[config.mk]
export PLATFORM = sky130hd
export DESIGN_NAME = counter_bank
export DESIGN_NICKNAME = d
export VERILOG_FILES = /design/src/rtl/counter_bank_pkg.sv /design/src/rtl/counter_channel.sv /design/src/rtl/counter_bank.sv
export SDC_FILE = /design/constraint.sdc
export NUM_CORES = 1
export LEC_CHECK = 0
export CAP_MARGIN = 5
export CELL_PAD_IN_SITES_DETAIL_PLACEMENT = 1
export CELL_PAD_IN_SITES_GLOBAL_PLACEMENT = 1
export CORE_AREA = 10 10 94 96
export CTS_BUF_LIST = sky130_fd_sc_hd__clkbuf_16
export DETAILED_ROUTE_END_ITERATION = 7
export DIE_AREA = 0 0 104 106
export PLACE_DENSITY_LB_ADDON = 0.1
export SLEW_MARGIN = 20
export SYNTH_ARGS = -nofsm -noshare
export SYNTH_HDL_FRONTEND = slang
export SYNTH_HIERARCHICAL = 1
export SYNTH_SLANG_ARGS = --single-unit
[constraint.sdc]
create_clock -name clock -period 3.45 [get_ports clock]
set_clock_uncertainty 0.2 [all_clocks]
set_input_delay 0.69 -clock clock [delete_from_list [all_inputs] [get_ports clock]]
set_output_delay 0.69 -clock clock [all_outputs]
set_load 0.03 [all_outputs]
[src/rtl/counter_bank_pkg.sv]
// Shared definitions for the counter bank: direction encodings and
// width helpers used by the bank and its channels.
package counter_bank_pkg;

    localparam logic DIR_UP   = 1'b1;
    localparam logic DIR_DOWN = 1'b0;

    // Bits needed to index n items, never less than one.
    function automatic int clog2(input int n);
        int w;
        w = 1;
        for (int k = 1; k < 32; k++) begin
            if ((1 << w) < n) begin
                w = k + 1;
            end
        end
        return w;
    endfunction

    // Largest count value a channel may hold.
    function automatic int count_limit(input int modulus);
        return modulus - 1;
    endfunction

endpackage

[src/rtl/counter_channel.sv]
// One up/down counter, modulo Modulus, wrapping or saturating at the
// limits, with a registered terminal-count flag.
module counter_channel
    import counter_bank_pkg::*;
#(
    parameter int Size     = 5,
    parameter int Modulus  = 2 ** Size,
    parameter bit Saturate = 1'b0
) (
    input  logic            clock,
    input  logic            reset,
    input  logic            enable,
    input  logic            direction,
    input  logic            load,
    input  logic [Size-1:0] load_value,
    output logic [Size-1:0] count,
    output logic            terminal
);

    localparam logic [Size-1:0] MAX = Size'(count_limit(Modulus));

    logic [Size-1:0] r_count;
    logic            r_term;
    logic [Size-1:0] w_next;
    logic            w_term;

    // Next count: load beats enable; the boundary is tested before
    // stepping so the Size-bit arithmetic never overflows.
    always_comb begin
        w_next = r_count;
        w_term = 1'b0;
        if (load) begin
            w_next = load_value;
        end else if (enable) begin
            if (direction == DIR_UP) begin
                if (r_count == MAX) begin
                    w_term = 1'b1;
                    w_next = Saturate ? r_count : '0;
                end else begin
                    w_next = r_count + Size'(1);
                end
            end else begin
                if (r_count == '0) begin
                    w_term = 1'b1;
                    w_next = Saturate ? r_count : MAX;
                end else begin
                    w_next = r_count - Size'(1);
                end
            end
        end
    end

    // Count and terminal registers with synchronous reset.
    always_ff @(posedge clock) begin
        if (reset) begin
            r_count <= '0;
            r_term  <= 1'b0;
        end else begin
            r_count <= w_next;
            r_term  <= w_term;
        end
    end

    assign count    = r_count;
    assign terminal = r_term;

endmodule

[src/rtl/counter_bank.sv]
// Bank of independent counter channels sharing one load port; holds
// only the load decode, load clamp and the any_terminal reduction.
module counter_bank
    import counter_bank_pkg::*;
#(
    parameter int Size     = 5,
    parameter int Channels = 4,
    parameter int Modulus  = 2 ** Size,
    parameter bit Saturate = 1'b0,
    localparam int SelW    = clog2(Channels)
) (
    input  logic                     clock,
    input  logic                     reset,
    input  logic [Channels-1:0]      enable,
    input  logic [Channels-1:0]      direction,
    input  logic                     load,
    input  logic [SelW-1:0]          load_sel,
    input  logic [Size-1:0]          load_value,
    output logic [Channels*Size-1:0] count,
    output logic [Channels-1:0]      terminal,
    output logic                     any_terminal
);

    localparam logic [Size-1:0] MAX = Size'(count_limit(Modulus));

    if (Modulus < 2 || Modulus > (1 << Size)) begin : g_bad_modulus
        $fatal(1, "counter_bank: Modulus must lie in 2..2**Size");
    end

    if (Channels < 1) begin : g_bad_channels
        $fatal(1, "counter_bank: Channels must be at least 1");
    end

    logic [Size-1:0]     w_load_value;
    logic [Channels-1:0] w_load;

    // Loaded values above the top count are pulled down to it.
    assign w_load_value = (load_value > MAX) ? MAX : load_value;

    for (genvar i = 0; i < Channels; i++) begin : g_ch
        // A select past the last channel matches nothing.
        assign w_load[i] = load && (load_sel == SelW'(i));

        counter_channel #(
            .Size     (Size),
            .Modulus  (Modulus),
            .Saturate (Saturate)
        ) u_channel (
            .clock      (clock),
            .reset      (reset),
            .enable     (enable[i]),
            .direction  (direction[i]),
            .load       (w_load[i]),
            .load_value (w_load_value),
            .count      (count[i*Size +: Size]),
            .terminal   (terminal[i])
        );
    end

    assign any_terminal = |terminal;

endmodule

==> impl_metrics.tcl, run 1 <==
set metrics [dict create \
    outcome "finished, final reports clean" \
    viasPerCell 4.97 \
    ant_nets 0 \
    final_area_um2 2500 \
    fmax_ghz 0.386 \
    worstPathArrival_ps 1700 \
    core_area_um2 7060 \
    cts_tree "built" \
    cts_setup_buffers 0 \
    vias 1889 \
    worstSetupPathType "flip-flop to output pin" \
    hold_buffers 0 \
    cts_root_buf "clkbuf_16" \
    port_buffers 42 \
    ioPinCount 43 \
    first_global_vias 1973 \
    initial_core_util_pct 28.7 \
    syn_area_um2 2020 \
    critPathRequiredTime_ps 2560 \
    crit_fanout 2 \
    ys_seq_area_share_pct 23.7 \
    drv_slew 0 \
    leakage_uw 0.000948 \
    die_area_um2 11000 \
    htreeDepth 1 \
    min_period_over_period_pct 75.0 \
    dp_hpwl_mm 4.55 \
    num_rows 31 \
    layout_commonest_cell "clkdlybuf4s50_1" \
    synth.distinct_cells 32 \
    ctsResizeCount 0 \
    finalHoldViolCount 0 \
    tightest_slew_ps 835 \
    max_slew_margin_pct 44.1 \
    drt_iter0_markers 21 \
    peakVddDrop_mv 0.219 \
    clk_transition_reported_paths_ps 70 \
    routed_wl_mm 6.01 \
    grt_pass1_wl_mm 10.2 \
    nNetsFinal 312 \
    setup_viol_count_final 0 \
    synth-edff-count 0 \
    crit_slowest_cell "clkdlybuf4s50_1" \
    syn_area_per_cell_um2 7.97 \
    ys.warnings.count 6 \
    postSynthNetCount 284 \
    startpoint_type "flip-flop" \
    path_buf_inv 1 \
    crit_family "buffers and inverters" \
    grt-ovfl-total 0 \
    path_cells "or4_1 > clkdlybuf4s50_1" \
    drive_gt1_share_pct 7.47 \
    die-width_um 104 \
    powerDensity_nw_per_um2 400 \
    yosys.area.top_type_share_pct 23.7 \
    reg2reg_setup_slack_ps 1470 \
    synth_area_leaders "dfxtp_1, a21oi_1, ha_1" \
    clock_latency_ps 260 \
    rsz0062_at_grt "no" \
    cap_violations 0 \
    wl_per_cell_um 15.8 \
    cts_buffers 3 \
    syn2layout_area_growth_pct 23.7 \
    diodes 0 \
    finalCriticalPeriod_ps 2590 \
    synthCells 254 \
    synth-async-reset-ratio_pct 0 \
    grt_max_degree 19 \
    antenna_found_initial 0 \
    cts_num_sinks 24 \
    gp_congestion 0.772 \
    hp-class "flip-flop to flip-flop" \
    layout_common_cells "clkdlybuf4s50_1, a21oi_1, dfxtp_1" \
    cts_max_path_buffers 2 \
    die_h_um 106 \
    synth_flop_cell "dfxtp_1" \
    critPathMaxStageDelay_ps 610 \
    groute.usage.overall_pct 11.0 \
    end_kind "output pin" \
    first_pass_iters 4 \
    synth_top_area_cell "dfxtp_1" \
    ys_seq_elements 24 \
    setup_tns_ps 0 \
    drc 0 \
    dpl_cell_area_um2 2420 \
]
## stage by stage
stage	worst slack, ps	hold WS [ps]	util (%)	cells	total power [µW]
after global routing	792	590	35.5	380	1070
after global placement	824	512	34.3	376	748
after detailed placement	787	518	34.3	376	747
after floorplan	1460	559	-	254	629
final	862	532	35.5	380	1000
after CTS	839	534	35.5	380	1020
## tightest hold or removal path, stage by stage (launching register included)
cell and delay (ps):
dfxtp_1 360, xnor2_1 170, a21o_1 110, a21oi_1 50
## sequential cells by signal (all words and copies together) (netlist names)
signal and cells:
g_ch.u_channel/count 20, g_ch.u_channel/terminal 4
## cell type report
cell class              instances  area, µm²
clock buffers                   3       75.1
clock inverters                 1       3.75
fillers                       878       4560
inverters                      16       60.1
multi-input cells             193       1330
flip-flops and latches         24        480
well taps                      99        124
repair buffers                 44        435
## cells by family after synthesis
group	after synthesis	synth area share, %
multiplexers	4	1.98
flip-flops	24	23.7
adder cells (fa/ha/maj)	12	7.42
buffers and inverters	37	10.8
XOR/XNOR	16	6.92
AO/OA/AOI/OAI	72	21.8
AND/OR/NAND/NOR	89	27.4
## path summary, 6_finish.rpt
kind | start | end | cells past startpoint
hold / removal | g_ch[3].u_channel/count[4] | g_ch[3].u_channel/count[4] | 3
setup reg to reg | g_ch[2].u_channel/count[0] | g_ch[2].u_channel/count[3] | 5
hold reg to reg | g_ch[3].u_channel/count[4] | g_ch[3].u_channel/count[4] | 3
setup / recovery | g_ch[0].u_channel/terminal | any_terminal | 2
## report_power, final
part	total, µW	internal (µW)	switching [µW]
Clock	265	155	109
Combinational	377	176	201
Sequential	359	305	54.6
## synth_stat cells (5+ instances only)
cell type / number
a211oi_1: 8
a21oi_1: 32
buf_6: 8
clkbuf_1: 5
dfxtp_1: 24
ha_1: 12
inv_1: 16
nand2_1: 8
nor2_1: 20
nor2b_1: 8
nor3_1: 12
nor3b_1: 13
o21ai_0: 12
xnor2_1: 8
xor2_1: 8
## metal layers
metal	track usage, %	routed length [µm]	vias up
li1	-	-	958
met1	14.0	2950	898
met5	0	0	-
met3	3.80	355	2
met4	1.79	30	0
met2	17.8	2680	31
Power figures use the tool's default switching activity.
==> run 2: changes to the inputs <==
Clock period 3.45 ns to 2.6 ns, I/O delays scaled along.
==> run 2 against run 1 <==
Global-route usage up 0.28 points. Combinational power is 38% higher. Count of clock-buffer cells in the layout did not move. Critical path type unchanged. Register-to-register slack got worse by 850 ps. Utilization grew 0.69 points. Non-clock buffer count is 7 higher. Largest power group unchanged. Sequential cell count stayed put. First-iteration DRC count grew 71%. Final cell count grew 1.6%. Clock power rose by 31%. Sequential power is 31% higher. Critical endpoint unchanged. Die area did not move.
==> impl_metrics.tcl, run 2 (synthesized netlist as in run 1, its figures left out) <==
set metrics [dict create \
    wl_per_cell_um 15.8 \
    fill_cells 902 \
    fin_cells 386 \
    power_frac_clock_pct 26.0 \
    swShare_pct 36.4 \
    tightest_slew_ps 486 \
    power.total_uw 1340 \
    layout_commonest_cell "clkdlybuf4s50_1" \
    nNetsFinal 319 \
    reg2reg_from "g_ch[1].u_channel/count[0]" \
    path_buf_inv 1 \
    outcome "finished, final reports clean" \
    die_area_um2 11000 \
    routed_wl_mm 6.11 \
    cap_violations 0 \
    grt-ovfl-total 0 \
    finalHoldViolCount 0 \
    port_buffers 42 \
    leakage_uw 0.000983 \
    dpl_cell_area_um2 2480 \
    cts_buffers 3 \
    cts_num_sinks 24 \
    grt_pass1_wl_mm 10.4 \
    fmax_ghz 0.411 \
    setup_slack_ps 167 \
    cts_tree "built" \
    startpoint_type "flip-flop" \
    powerDensity_nw_per_um2 524 \
    antenna_found_initial 0 \
    pwr-share-seq_pct 35.1 \
    reg2reg_setup_slack_ps 620 \
    ioPinCount 43 \
    initial_core_util_pct 28.7 \
    rsz0062_at_grt "no" \
    cts_setup_buffers 0 \
    die-width_um 104 \
    worstHoldStart "g_ch[1].u_channel/count[0]" \
    syn2layout_area_growth_pct 26.1 \
    dp_slack_ps 240 \
    setup_viol_count_final 0 \
    worstPathArrival_ps 1710 \
    largest_reg_flops 20 \
    min_period_over_period_pct 93.6 \
    p_int_uw 851 \
    crit_slowest_cell "clkdlybuf4s50_1" \
    num_rows 31 \
    peakVddDrop_mv 0.238 \
    r2r_end "g_ch[1].u_channel/count[3]" \
    critPathMaxStageDelay_ps 610 \
    worstSetupPathType "flip-flop to output pin" \
    placed_cells 383 \
    critPathRequiredTime_ps 1880 \
    drive_gt1_share_pct 9.76 \
    ant_nets 0 \
    clock_latency_ps 260 \
    viasPerCell 4.94 \
    diodes 0 \
    crit_family "buffers and inverters" \
    first_pass_iters 4 \
    whs_path_depth 3 \
    finalCriticalPeriod_ps 2430 \
    hp-class "flip-flop to flip-flop" \
    final_area_um2 2550 \
    ctsResizeCount 0 \
    htreeDepth 1 \
    drv_slew 0 \
    path_cells "or4_1 > clkdlybuf4s50_1" \
    gp_congestion 0.796 \
    share_comb_of_total_power_pct 38.9 \
    max_slew_margin_pct 67.3 \
    clk_transition_reported_paths_ps 70 \
    end_kind "output pin" \
    drc 0 \
    groute.usage.overall_pct 11.3 \
    core_area_um2 7060 \
    crit_fanout 2 \
    cts_root_buf "clkbuf_16" \
    p_sw_uw 486 \
    drt_iter0_markers 36 \
    cts_max_path_buffers 2 \
    first_global_vias 2038 \
    setup_tns_ps 0 \
    hold_end "g_ch[1].u_channel/count[0]" \
    grt_max_degree 25 \
    r2r_cells 5 \
    vias 1905 \
    die_h_um 106 \
    layout_common_cells "clkdlybuf4s50_1, a21oi_1, dfxtp_1" \
    dp_hpwl_mm 4.67 \
    hold_buffers 0 \
]
[run 2: worst min-delay path: stages (launching register included)]
cell     delay (ps)
dfxtp_1         370
a21oi_1         130
o21ai_0          80
a21oi_1         110
[run 2: area by class of cell]
type	instances	area (µm²)	share of cell area, %
Multi-Input combinational cell	193	1330	51.9
Clock buffer	3	75.1	2.94
Sequential cell	24	480	18.8
Tap cell	99	124	4.85
Inverter	16	60.1	2.35
Timing Repair Buffer	51	488	19.1
[run 2: metrics by stage]
step	utilization (%)	hold WS [ps]
floorplan	-	389
global placement	35.1	512
detailed placement	35.1	521
CTS	36.2	540
global route	36.2	582
finish	36.2	523
[run 2: power groups by stage]
stage | clock, µW | combinational, µW | sequential [µW]
final | 348 | 520 | 469
after global routing | 372 | 580 | 480
after CTS | 364 | 527 | 472
after detailed placement | 0 | 524 | 480
after global placement | 0 | 523 | 480
after floorplan | 0 | 316 | 518
[run 2: routing by layer]
layer,track usage (%),routed length (µm)
met2,19.4,2810
met5,0,0
met1,13.7,2940
met4,1.69,28
met3,3.62,337
[run 2: how the worst max path moves through the flow]
stage	startpoint	endpoint	slack, ps	depth (start not counted)
6_report	g_ch[0].u_channel/terminal	any_terminal	170	2
4_1_cts	g_ch[0].u_channel/terminal	any_terminal	150	2
2_1_floorplan	g_ch[0].u_channel/count[0]	g_ch[0].u_channel/count[3]	640	5
3_5_place_dp	load	g_ch[3].u_channel/count[2]	240	6
3_3_place_gp	load	g_ch[3].u_channel/count[2]	200	6
5_1_grt	g_ch[0].u_channel/terminal	any_terminal	100	2
==> run 3: changes to the inputs <==
Settings changed: CTS_BUF_LIST sky130_fd_sc_hd__clkbuf_16 to default.
==> run 3 against run 2 <==
Die area did not move. Sequential share of layout area grew 0.25 points. Worst hold slack improved by 7.3 ps. Sequential power barely moved. Critical path depth did not move. Utilization fell by 0.48 points. Total power down 7.9%. Count of clock-buffer cells in the layout unchanged.
==> impl_metrics.tcl, run 3 (synthesized netlist as in run 1, its figures left out) <==
set metrics [dict create \
    drt_iter0_markers 37 \
    dp_hpwl_mm 4.67 \
    routed_wl_mm 6.13 \
    die_h_um 106 \
    layout_commonest_cell "clkdlybuf4s50_1" \
    nNetsFinal 319 \
    cap_violations 0 \
    cts_max_path_buffers 2 \
    num_rows 31 \
    finalHoldViolCount 0 \
    wl_per_cell_um 15.9 \
    r2r_end "g_ch[1].u_channel/count[3]" \
    grt-ovfl-total 0 \
    startpoint "g_ch[0].u_channel/terminal" \
    outcome "finished, final reports clean" \
    ioPinCount 43 \
    drc 0 \
    grt_max_degree 25 \
    rsz0062_at_grt "no" \
    peakVddDrop_mv 0.262 \
    p_int_uw 751 \
    cts_root_buf "clkbuf_8" \
    r2r_cells 5 \
    swShare_pct 39.0 \
    endpoint "any_terminal" \
    end_kind "output pin" \
    powerDensity_nw_per_um2 489 \
    critPathRequiredTime_ps 1880 \
    max_slew_margin_pct 67.0 \
    reg2reg_setup_slack_ps 610 \
    drv_slew 0 \
    initial_core_util_pct 28.7 \
    worstPathArrival_ps 1750 \
    worstSetupPathType "flip-flop to output pin" \
    power_frac_clock_pct 19.7 \
    first_pass_iters 4 \
    htreeDepth 1 \
    whs_path_depth 3 \
    ant_nets 0 \
    pwr-share-seq_pct 38.1 \
    port_buffers 42 \
    share_comb_of_total_power_pct 42.2 \
    syn2layout_area_growth_pct 24.4 \
    fmax_ghz 0.405 \
    multi_input_area_um2 1330 \
    largest_reg_flops 20 \
    first_global_vias 2031 \
    startpoint_type "flip-flop" \
    tightest_slew_ps 491 \
    cts_buffers 3 \
    clock_latency_ps 280 \
    hp-class "flip-flop to flip-flop" \
    groute.usage.overall_pct 11.4 \
    leakage_uw 0.000967 \
    die-width_um 104 \
    setup_viol_count_final 0 \
    setup_slack_ps 133 \
    gp_congestion 0.796 \
    antenna_found_initial 0 \
    ctsResizeCount 0 \
    reg2reg_from "g_ch[1].u_channel/count[0]" \
    layout_common_cells "clkdlybuf4s50_1, a21oi_1, dfxtp_1" \
    clk_transition_reported_paths_ps 100 \
    vias 1914 \
    dp_slack_ps 240 \
    diodes 0 \
    grt_pass1_wl_mm 10.4 \
    drive_gt1_share_pct 9.76 \
    crit_fanout 2 \
    min_period_over_period_pct 94.9 \
    regArea_um2 480 \
    die_area_um2 11000 \
    setup_tns_ps 0 \
    core_area_um2 7060 \
    finalCriticalPeriod_ps 2470 \
    hold_buffers 0 \
    cts_tree "built" \
    p_sw_uw 481 \
    cts_setup_buffers 0 \
    cts_num_sinks 24 \
    fill_cells 898 \
    viasPerCell 4.96 \
]
[run 3: changes by cell type in the layout (fill, tap and decap cells not counted)]
| cell | delta |
|---|---|
| clkbuf_16 | -3 |
| clkbuf_8 | +3 |
[run 3: worst max-delay path, cell delays in order (launching register included)]
cell,delay [ps]
dfxtp_1,360
or4_1,500
clkdlybuf4s50_1,610
[run 3: worst min path at each step]
stage	start	end
floorplan	reset	g_ch[0].u_channel/count[0]
global placement	g_ch[2].u_channel/count[0]	g_ch[2].u_channel/count[0]
detailed placement	g_ch[3].u_channel/count[4]	g_ch[3].u_channel/count[4]
CTS	g_ch[3].u_channel/count[4]	g_ch[3].u_channel/count[4]
global route	g_ch[1].u_channel/count[0]	g_ch[1].u_channel/count[0]
finish	g_ch[1].u_channel/count[0]	g_ch[1].u_channel/count[0]
[run 3: layout make-up]
| class | count | share of cell area (%) |
|---|---|---|
| multi-input combinational | 193 | 52.6 |
| timing repair buffer | 51 | 19.4 |
| sequential | 24 | 19.1 |
| tap | 99 | 4.92 |
| inverter | 16 | 2.38 |
| clock buffer | 3 | 1.64 |
[run 3: power groups by stage]
stage / clock network (µW) / logic, µW / registers [µW]
after detailed placement: 0 / 524 / 480
final: 243 / 520 / 469
after global routing: 262 / 580 / 480
after CTS: 252 / 527 / 472
after floorplan: 0 / 316 / 518
after global placement: 0 / 523 / 480
[run 3: per-layer routing]
metal	wire, µm	part of all wire, %	global-route usage, %
met3	334	5.4	3.62
met2	2790	46	19.4
met1	2960	48	13.7
met5	0	0	0
met4	41	0.67	2.29
[run 3: through the flow]
| step | hold WS, ps | power [µW] | instance area, µm² | util, % | instances |
|---|---|---|---|---|---|
| floorplan | 389 | 834 | 2020 | - | 254 |
| global placement | 512 | 1000 | 2480 | 35.1 | 383 |
| detailed placement | 521 | 1000 | 2480 | 35.1 | 383 |
| CTS | 544 | 1250 | 2520 | 35.7 | 386 |
| global route | 589 | 1320 | 2520 | 35.7 | 386 |
| finish | 530 | 1230 | 2520 | 35.7 | 386 |
